`src/rtl/instr_encoder_loader_if.sv`:
```
// Request/instruction-memory bundle for the RV32I encoder/loader.
// The master side issues encode requests; the slave side drives the memory write port.
interface instr_encoder_loader_if #(
  parameter int unsigned ADDR_W = 6
);
  localparam int unsigned CNT_W = ADDR_W + 1;

  logic              in_valid;
  logic              in_ready;
  logic              ALUD;
  logic              RegW;
  logic              ALUSrc;
  logic              MemW;
  logic              MemRd;
  logic              Jalr;
  logic              Branch;
  logic [4:0]        rd;
  logic [4:0]        rs1;
  logic [4:0]        rs2;
  logic [2:0]        F;
  logic              f7b5;
  logic [11:0]       imm;
  logic              mem_we;
  logic [ADDR_W-1:0] mem_addr;
  logic [31:0]       mem_wdata;
  logic [CNT_W-1:0]  count;
  logic              full;
  logic              illegal;

  modport master (
    output in_valid, ALUD, RegW, ALUSrc, MemW, MemRd, Jalr, Branch,
           rd, rs1, rs2, F, f7b5, imm,
    input  in_ready, mem_we, mem_addr, mem_wdata, count, full, illegal
  );

  modport slave (
    input  in_valid, ALUD, RegW, ALUSrc, MemW, MemRd, Jalr, Branch,
           rd, rs1, rs2, F, f7b5, imm,
    output in_ready, mem_we, mem_addr, mem_wdata, count, full, illegal
  );
endinterface

```
`src/rtl/instr_encoder_loader.sv`:
```
// Encodes main-decoder control flags plus fields into an RV32I word and
// writes it to instruction memory at an auto-incrementing word address.
module instr_encoder_loader #(
  parameter int unsigned ADDR_W = 6,
  parameter int unsigned DEPTH  = 64
) (
  input logic                  clk,
  input logic                  rst,
  input logic                  clr,
  instr_encoder_loader_if.slave bus
);
  localparam int unsigned CNT_W = ADDR_W + 1;

  localparam logic [6:0] OP_R      = 7'b0110011;
  localparam logic [6:0] OP_IALU   = 7'b0010011;
  localparam logic [6:0] OP_LOAD   = 7'b0000011;
  localparam logic [6:0] OP_STORE  = 7'b0100011;
  localparam logic [6:0] OP_JALR   = 7'b1100111;
  localparam logic [6:0] OP_BRANCH = 7'b1100011;

  typedef enum logic [1:0] {IDLE, WRITE, FULL} state_t;

  state_t            state;
  logic              we_q;
  logic              illegal_q;
  logic              full_q;
  logic [ADDR_W-1:0] addr_q;
  logic [CNT_W-1:0]  cnt_q;
  logic [31:0]       wdata_q;

  logic              accept;
  logic              legal;
  logic [31:0]       enc;

  // Class priority mirrors the main decoder; first matching class wins.
  always_comb begin
    legal = 1'b1;
    enc   = 32'h0;
    if (bus.MemW) begin
      enc = {bus.imm[11:5], bus.rs2, bus.rs1, bus.F, bus.imm[4:0], OP_STORE};
    end else if (bus.Jalr) begin
      enc = {bus.imm, bus.rs1, 3'b000, bus.rd, OP_JALR};
    end else if (bus.Branch) begin
      // imm holds offset[12:1], so offset[11] sits at imm[10]
      enc = {bus.imm[11], bus.imm[9:4], bus.rs2, bus.rs1, bus.F,
             bus.imm[3:0], bus.imm[10], OP_BRANCH};
    end else if (bus.ALUD && !bus.ALUSrc) begin
      enc = {1'b0, bus.f7b5, 5'b00000, bus.rs2, bus.rs1, bus.F, bus.rd, OP_R};
    end else if (bus.RegW && bus.ALUSrc && bus.MemRd) begin
      enc = {bus.imm, bus.rs1, bus.F, bus.rd, OP_LOAD};
    end else if (bus.RegW && bus.ALUSrc) begin
      // Shift-immediates carry funct7 above a 5-bit shamt
      if (bus.F == 3'b001 || bus.F == 3'b101) begin
        enc = {1'b0, bus.f7b5, 5'b00000, bus.imm[4:0], bus.rs1, bus.F, bus.rd, OP_IALU};
      end else begin
        enc = {bus.imm, bus.rs1, bus.F, bus.rd, OP_IALU};
      end
    end else begin
      legal = 1'b0;
    end
  end

  assign bus.in_ready = (state == IDLE) && !clr;
  assign accept       = bus.in_valid && bus.in_ready;

  always_ff @(posedge clk) begin
    if (rst || clr) begin
      state     <= IDLE;
      we_q      <= 1'b0;
      illegal_q <= 1'b0;
      full_q    <= 1'b0;
      addr_q    <= '0;
      cnt_q     <= '0;
      wdata_q   <= 32'h0;
    end else begin
      we_q      <= 1'b0;
      illegal_q <= 1'b0;
      case (state)
        IDLE: begin
          if (accept) begin
            if (legal) begin
              state   <= WRITE;
              we_q    <= 1'b1;
              wdata_q <= enc;
            end else begin
              illegal_q <= 1'b1;
            end
          end
        end
        WRITE: begin
          cnt_q <= cnt_q + CNT_W'(1);
          // Last slot: park the address rather than wrap
          if (cnt_q == CNT_W'(DEPTH - 1)) begin
            state  <= FULL;
            full_q <= 1'b1;
          end else begin
            addr_q <= addr_q + ADDR_W'(1);
            state  <= IDLE;
          end
        end
        FULL:    state <= FULL;
        default: state <= IDLE;
      endcase
    end
  end

  // A reset or clear arriving in the WRITE cycle must kill that write immediately.
  assign bus.mem_we    = we_q && !rst && !clr;
  assign bus.mem_addr  = addr_q;
  assign bus.mem_wdata = wdata_q;
  assign bus.count     = cnt_q;
  assign bus.full      = full_q;
  assign bus.illegal   = illegal_q;
endmodule

```
`src/flat_wrapper.sv`:
```
// flat-port wrapper written by rule: the top's interface ports become plain ports
module instr_encoder_loader_flat 
#(
  parameter int unsigned ADDR_W = 6,
  parameter int unsigned DEPTH  = 64
)
  (clk, rst, clr, bus_in_valid, bus_ALUD, bus_RegW, bus_ALUSrc, bus_MemW, bus_MemRd, bus_Jalr, bus_Branch, bus_rd, bus_rs1, bus_rs2, bus_F, bus_f7b5, bus_imm, bus_in_ready, bus_mem_we, bus_mem_addr, bus_mem_wdata, bus_count, bus_full, bus_illegal);
  instr_encoder_loader_if #(.ADDR_W(ADDR_W)) bus_i ();
  input logic clk;
  input logic rst;
  input logic clr;
  input wire logic [$bits(bus_i.in_valid)-1:0] bus_in_valid;
  input wire logic [$bits(bus_i.ALUD)-1:0] bus_ALUD;
  input wire logic [$bits(bus_i.RegW)-1:0] bus_RegW;
  input wire logic [$bits(bus_i.ALUSrc)-1:0] bus_ALUSrc;
  input wire logic [$bits(bus_i.MemW)-1:0] bus_MemW;
  input wire logic [$bits(bus_i.MemRd)-1:0] bus_MemRd;
  input wire logic [$bits(bus_i.Jalr)-1:0] bus_Jalr;
  input wire logic [$bits(bus_i.Branch)-1:0] bus_Branch;
  input wire logic [$bits(bus_i.rd)-1:0] bus_rd;
  input wire logic [$bits(bus_i.rs1)-1:0] bus_rs1;
  input wire logic [$bits(bus_i.rs2)-1:0] bus_rs2;
  input wire logic [$bits(bus_i.F)-1:0] bus_F;
  input wire logic [$bits(bus_i.f7b5)-1:0] bus_f7b5;
  input wire logic [$bits(bus_i.imm)-1:0] bus_imm;
  output wire logic [$bits(bus_i.in_ready)-1:0] bus_in_ready;
  output wire logic [$bits(bus_i.mem_we)-1:0] bus_mem_we;
  output wire logic [$bits(bus_i.mem_addr)-1:0] bus_mem_addr;
  output wire logic [$bits(bus_i.mem_wdata)-1:0] bus_mem_wdata;
  output wire logic [$bits(bus_i.count)-1:0] bus_count;
  output wire logic [$bits(bus_i.full)-1:0] bus_full;
  output wire logic [$bits(bus_i.illegal)-1:0] bus_illegal;
  assign bus_i.in_valid = bus_in_valid;
  assign bus_i.ALUD = bus_ALUD;
  assign bus_i.RegW = bus_RegW;
  assign bus_i.ALUSrc = bus_ALUSrc;
  assign bus_i.MemW = bus_MemW;
  assign bus_i.MemRd = bus_MemRd;
  assign bus_i.Jalr = bus_Jalr;
  assign bus_i.Branch = bus_Branch;
  assign bus_i.rd = bus_rd;
  assign bus_i.rs1 = bus_rs1;
  assign bus_i.rs2 = bus_rs2;
  assign bus_i.F = bus_F;
  assign bus_i.f7b5 = bus_f7b5;
  assign bus_i.imm = bus_imm;
  assign bus_in_ready = bus_i.in_ready;
  assign bus_mem_we = bus_i.mem_we;
  assign bus_mem_addr = bus_i.mem_addr;
  assign bus_mem_wdata = bus_i.mem_wdata;
  assign bus_count = bus_i.count;
  assign bus_full = bus_i.full;
  assign bus_illegal = bus_i.illegal;
  instr_encoder_loader #(.ADDR_W(ADDR_W), .DEPTH(DEPTH)) u_core (.clk(clk), .rst(rst), .clr(clr), .bus(bus_i));
endmodule
```
`config.mk`:
```
export PLATFORM = sky130hd
export DESIGN_NAME = instr_encoder_loader_flat
export DESIGN_NICKNAME = d
export VERILOG_FILES = /design/src/rtl/instr_encoder_loader_if.sv /design/src/rtl/instr_encoder_loader.sv /design/src/flat_wrapper.sv
export SDC_FILE = /design/constraint.sdc
export NUM_CORES = 1
export LEC_CHECK = 0
export ABC_AREA = 1
export CORE_ASPECT_RATIO = 1.5
export CORE_MARGIN = 2
export CORE_UTILIZATION = 44
export DETAILED_ROUTE_END_ITERATION = 10
export PLACE_DENSITY = 0.9
export SETUP_SLACK_MARGIN = 0.5
export SLEW_MARGIN = 20
export SYNTH_ARGS = -nofsm -noshare
export SYNTH_HDL_FRONTEND = slang
export SYNTH_SLANG_ARGS = --single-unit
```
`constraint.sdc`:
```
create_clock -name clk -period 1.77 [get_ports clk]
set_clock_uncertainty 0.2 [all_clocks]
set_input_delay 0.354 -clock clk [delete_from_list [all_inputs] [get_ports clk]]
set_output_delay 0.354 -clock clk [all_outputs]
set_load 0.01 [all_outputs]
```
==> impl_results.md, run 1 <==
* Hold buffers post-CTS at 0
* Post-synthesis compound-gate area fraction at 0.130
* Port Buffers at 89
* Post-Syn Area at 2350 um^2
* Final HPWL DP at approximately 5200 um
* # rows at 32
* Worst EP Category: sequential cell input
* Sequential share of the synthesized area at 0.408
* Exit stage: global routing
* Post-synth net total at between 300 and 400
* Top_reg_cell synth: dfxtp_1
* Routability cong. at 0.847
* Clk buf depth at 2
* Post-synthesis simple-gate area fraction at 0.338
* Post-synthesis mux area share at 0
* Top post-synthesis cells by area: dfxtp_1 (41%), nand2_1 (12%), nor2_1 (11%)
* H-tree lvl count at 2
* Yosys warning total at 0
* # clock sinks at 48
* Status: stopped before the end
* Die height at between 90 and 100 um
* Largest family of logic cells by synthesized area: simple AND/OR/NAND/NOR gates
* Syn Inst Count at 353
* TritonCTS Buffers at 5
* Synth cell types at 28
* Root buffer cell: clkbuf_8
* Crit. endpoint post-GRT repair: u_core.bus.mem_wdata[7]$_SDFFE_PP0P_/D
* Post-synthesis xor/xnor area fraction at 0.0112
* EDFF count, synth at 0
* Die X at 63.7 um
* Cell taking the most area after synthesis: dfxtp_1
* Async S/R FF share, synth at 0
* Placed Area at approximately 3700 um^2
* Initial Util at 0.456
* Mean Syn Cell Area at 6.67 um^2
* Post-synthesis adder-cell area fraction at 0.0106
* FF+latch count, synth at 48
* Pin count of the biggest net entering global routing at 29
* Post-synth top area share at 0.408
* IO Count at 91
* Error Message: [ERROR DPL-0038] Utilization greater than 100%, impossible to legalize
-- cell usage after synthesis, types with 4 or more instances --
cell type and n:
a21oi_1 28, nand2_1 78, inv_1 38, nand4_1 8, nand2_2 4, nor2_1 66, buf_4 4, clkbuf_1 4
nand3_1 18, dfxtp_1 48, o21ai_0 28
-- cell families after synthesis --
kind of cell | after synthesis
DFF | 48
adders and majority gates | 2
buffers and inverters | 54
xor gates and xnor gates | 3
other | 1
and+or+nand+nor | 185
AOI/OAI and AO/OA | 60
-- through the flow --
stage                     setup WS [ns]  TNS [ns]  std cells
after CTS                         0.202         0        576
after detailed placement         -0.425     -9.47        530
after global placement           -0.429     -8.88        530
after floorplan                   0.412         0        353
-- what timing repair did --
action	CTS
setup buffers	34
endpoints found under the setup margin	96
gates resized for setup	393
pin swaps	41
gates cloned	4
==> inputs of run 2 (changes only) <==
CORE_ASPECT_RATIO = default   (was 1.5)
CORE_UTILIZATION = 40   (was 44)
PLACE_DENSITY = default   (was 0.9)
PLACE_DENSITY_LB_ADDON = 0.15   (was default)
SETUP_SLACK_MARGIN = default   (was 0.5)
==> run 2 against run 1 <==
The flow now finishes without violations. Synthesized cell count unchanged. Area after synthesis did not move.
==> impl_results.md, run 2 <==
* Die area at 6520 um^2
* Hold buffers post-CTS at 0 (unchanged)
* Vias per cell at about 4.8
* Routed vias at roughly 2600
* Top post-synthesis cells by area: dfxtp_1 (41%), nand2_1 (12%), nor2_1 (11%)
* Status: complete, no violations
* WL/cell at 12.1 um
* Vias in the first global route at between 2000 and 2500
* EDFF count, synth at 0 (unchanged)
* Placed Area at 3470 um^2 (-5.6%)
* FF+latch count, synth at 48 (unchanged)
* # fillers at 560
* Setup crit end kind: output port
* Max cap viols at 0
* Worst Path Max Fanout at 2
* Finished Core Util at 0.658
* Area Overhead vs Synth at 56.7%
* IO Count at 91 (unchanged)
* Final non-filler cell total at 541
* Total routed wirelength at between 6000 and 7000 um
* Layout cells sized above 1 at 0.143
* Clk buf depth at 2 (unchanged)
* DRC at 0
* Fmax at around 580 MHz
* NumNets Final at 512
* Static Leak at 1.97 nW
* TritonCTS Buffers at 5 (unchanged)
* Count leader, synth: nand2_1
* Sequential share of the synthesized area at 0.408 (unchanged)
* Final Hold Fails at 0
* Routability cong. at 0.808 (-4.5%)
* Root buffer cell: clkbuf_8
* Top_reg_cell synth: dfxtp_1
* Initial Util at 0.420 (-0.0360)
* Synth cell types at 28 (unchanged)
* WS Path Type: register to output port
* # rows at 27 (-16%)
* Initial antenna violation count at 0
* Critical path's top delay family: buffers and inverters
* Slew Viols, Final at 0
* Commonest cells after routing, fill and taps aside: nand2_1 (75), nor2_1 (63), clkdlybuf4s50_1 (54)
* H-tree lvl count at 2 (unchanged)
* CP Buf/Inv Count at 1
* Mean Syn Cell Area at 6.67 um^2 (unchanged)
* Startpoint types: register
* CP max stage cell: clkdlybuf4s50_1
* Most instantiated cells after synthesis: nand2_1 (78), nor2_1 (66), dfxtp_1 (48), inv_1 (38)
* Fin crit period at 1.73 ns
* Max reg flops at 30
* Die X at 80.7 um (+27%)
* ANT cells at 0
* Total gr overflow at 0
* Syn Inst Count at 353 (unchanged)
* First-pass GRT wire length at 10500 um
* Hold Slack at approximately 0.25 ns
* Post-synth top area share at 0.408 (unchanged)
* Final HPWL DP at 4850 um (-7.3%)
* Commonest non-fill, non-tap cell in the layout: nand2_1
* CTS tree: built
* Required time of the critical path at between 1 and 1.5 ns
* Port Buffers at 89 (unchanged)
* Delay of the slowest critical-path stage at 0.54 ns
* Final instance area at 3690 um^2
* Post-Syn Area at 2350 um^2 (unchanged)
* Yosys warning total at 0 (unchanged)
* Placeable Area at about 5600 um^2
* Post-synth net total at 397 (unchanged)
* # clock sinks at 48 (unchanged)
* Die height at 80.7 um (-14%)
* Clock slew at reported path FFs at around 0.08 ns
* Critical-path cell list: clkdlybuf4s50_1
* Antenna Nets Post-Route at 0
* DR pass1 iterations at 4
* Cell taking the most area after synthesis: dfxtp_1
* Min-Delay Path Class: register to register
* Dpl cells at 530 (unchanged)
* Final period utilization at 0.977
* Total track usage at 0.208
* Worst-Skew Late Latency at about 0.29 ns
* Finish-stage setup viols at 0
* Worst VDD drop at between 0.0004 and 0.0005 V
* Async S/R FF share, synth at 0 (unchanged)
* Pwr/cell area at about 600 nW/um^2
* Pin count of the biggest net entering global routing at 31
* Initial DRC count at 83
* Worst EP arrival at ~1.2 ns
## run 2: cell counts after synthesis
Identical to the previous run, type by type.
## run 2: kinds of logic (layout without fill, tap and decap cells)
group,Yosys count,in the layout,share of synthesized area
buffers and inverters,54,170,0.100
flip-flops,48,48,0.408
adder cells (fa/ha/maj),2,2,0.0106
other,1,1,0.00159
AO/OA/AOI/OAI,60,60,0.130
XOR/XNOR,3,3,0.0112
AND/OR/NAND/NOR,185,185,0.338
## run 2: repair_timing
action / 4_1_cts / 5_1_grt
pin swaps: 1 / 8
cloned: 0 / 1
setup endpoints to repair: 12 / 50
buffers inserted: 0 / 2
resized for setup: 21 / 37
## run 2: final timing paths
path / slack, ns / cells after the start / to / startpoint
hold reg to reg: 0.25 / 2 / u_core.bus.full$_SDFFE_PP0P_ / u_core.bus.full$_SDFFE_PP0P_
hold / removal: 0.25 / 2 / u_core.bus.full$_SDFFE_PP0P_ / u_core.bus.full$_SDFFE_PP0P_
setup / recovery: 0.04 / 1 / bus_mem_wdata[12] / u_core.bus.mem_wdata[12]$_SDFFE_PP0P_
setup reg to reg: 0.13 / 5 / u_core.bus.count[4]$_SDFFE_PP0N_ / u_core.bus.count[0]$_SDFFE_PP0N_
## run 2: cell type report
class	count	area, um^2	share of cell area
Multi-Input combinational cell	251	1190	0.322
Clock buffer	8	90.1	0.0244
Timing Repair Buffer	121	1200	0.325
Tap cell	72	90.1	0.0244
Sequential cell	48	968	0.262
Inverter	41	154	0.0417
## run 2: metrics by stage
stage | setup TNS (ns) | setup WS, ns | power (mW)
finish | 0 | 0.0401 | 2.21
global route | -0.0237 | -0.0170 | 2.31
CTS | 0 | 0.00596 | 2.21
detailed placement | -8.13 | -0.426 | 1.56
global placement | -7.37 | -0.430 | 1.55
floorplan | 0 | 0.256 | 1.32
## run 2: routing by layer
layer  wire length, um  global-route usage  part of all wire  up-vias
met2              3130               0.364              0.48       72
li1                  -                   -                 -     1347
met3               379              0.0562             0.058        6
met5                 0                   0                 0        -
met4                87              0.0610             0.013        0
met1              2930               0.249              0.45     1145
## run 2: power by group
part	leakage [nW]	switching, mW	internal [mW]
Combinational	1.53	0.207	0.223
Sequential	0.392	0.0117	1.10
Clock	0.0455	0.344	0.319
Note: power is estimated with default switching activity, not from simulation.
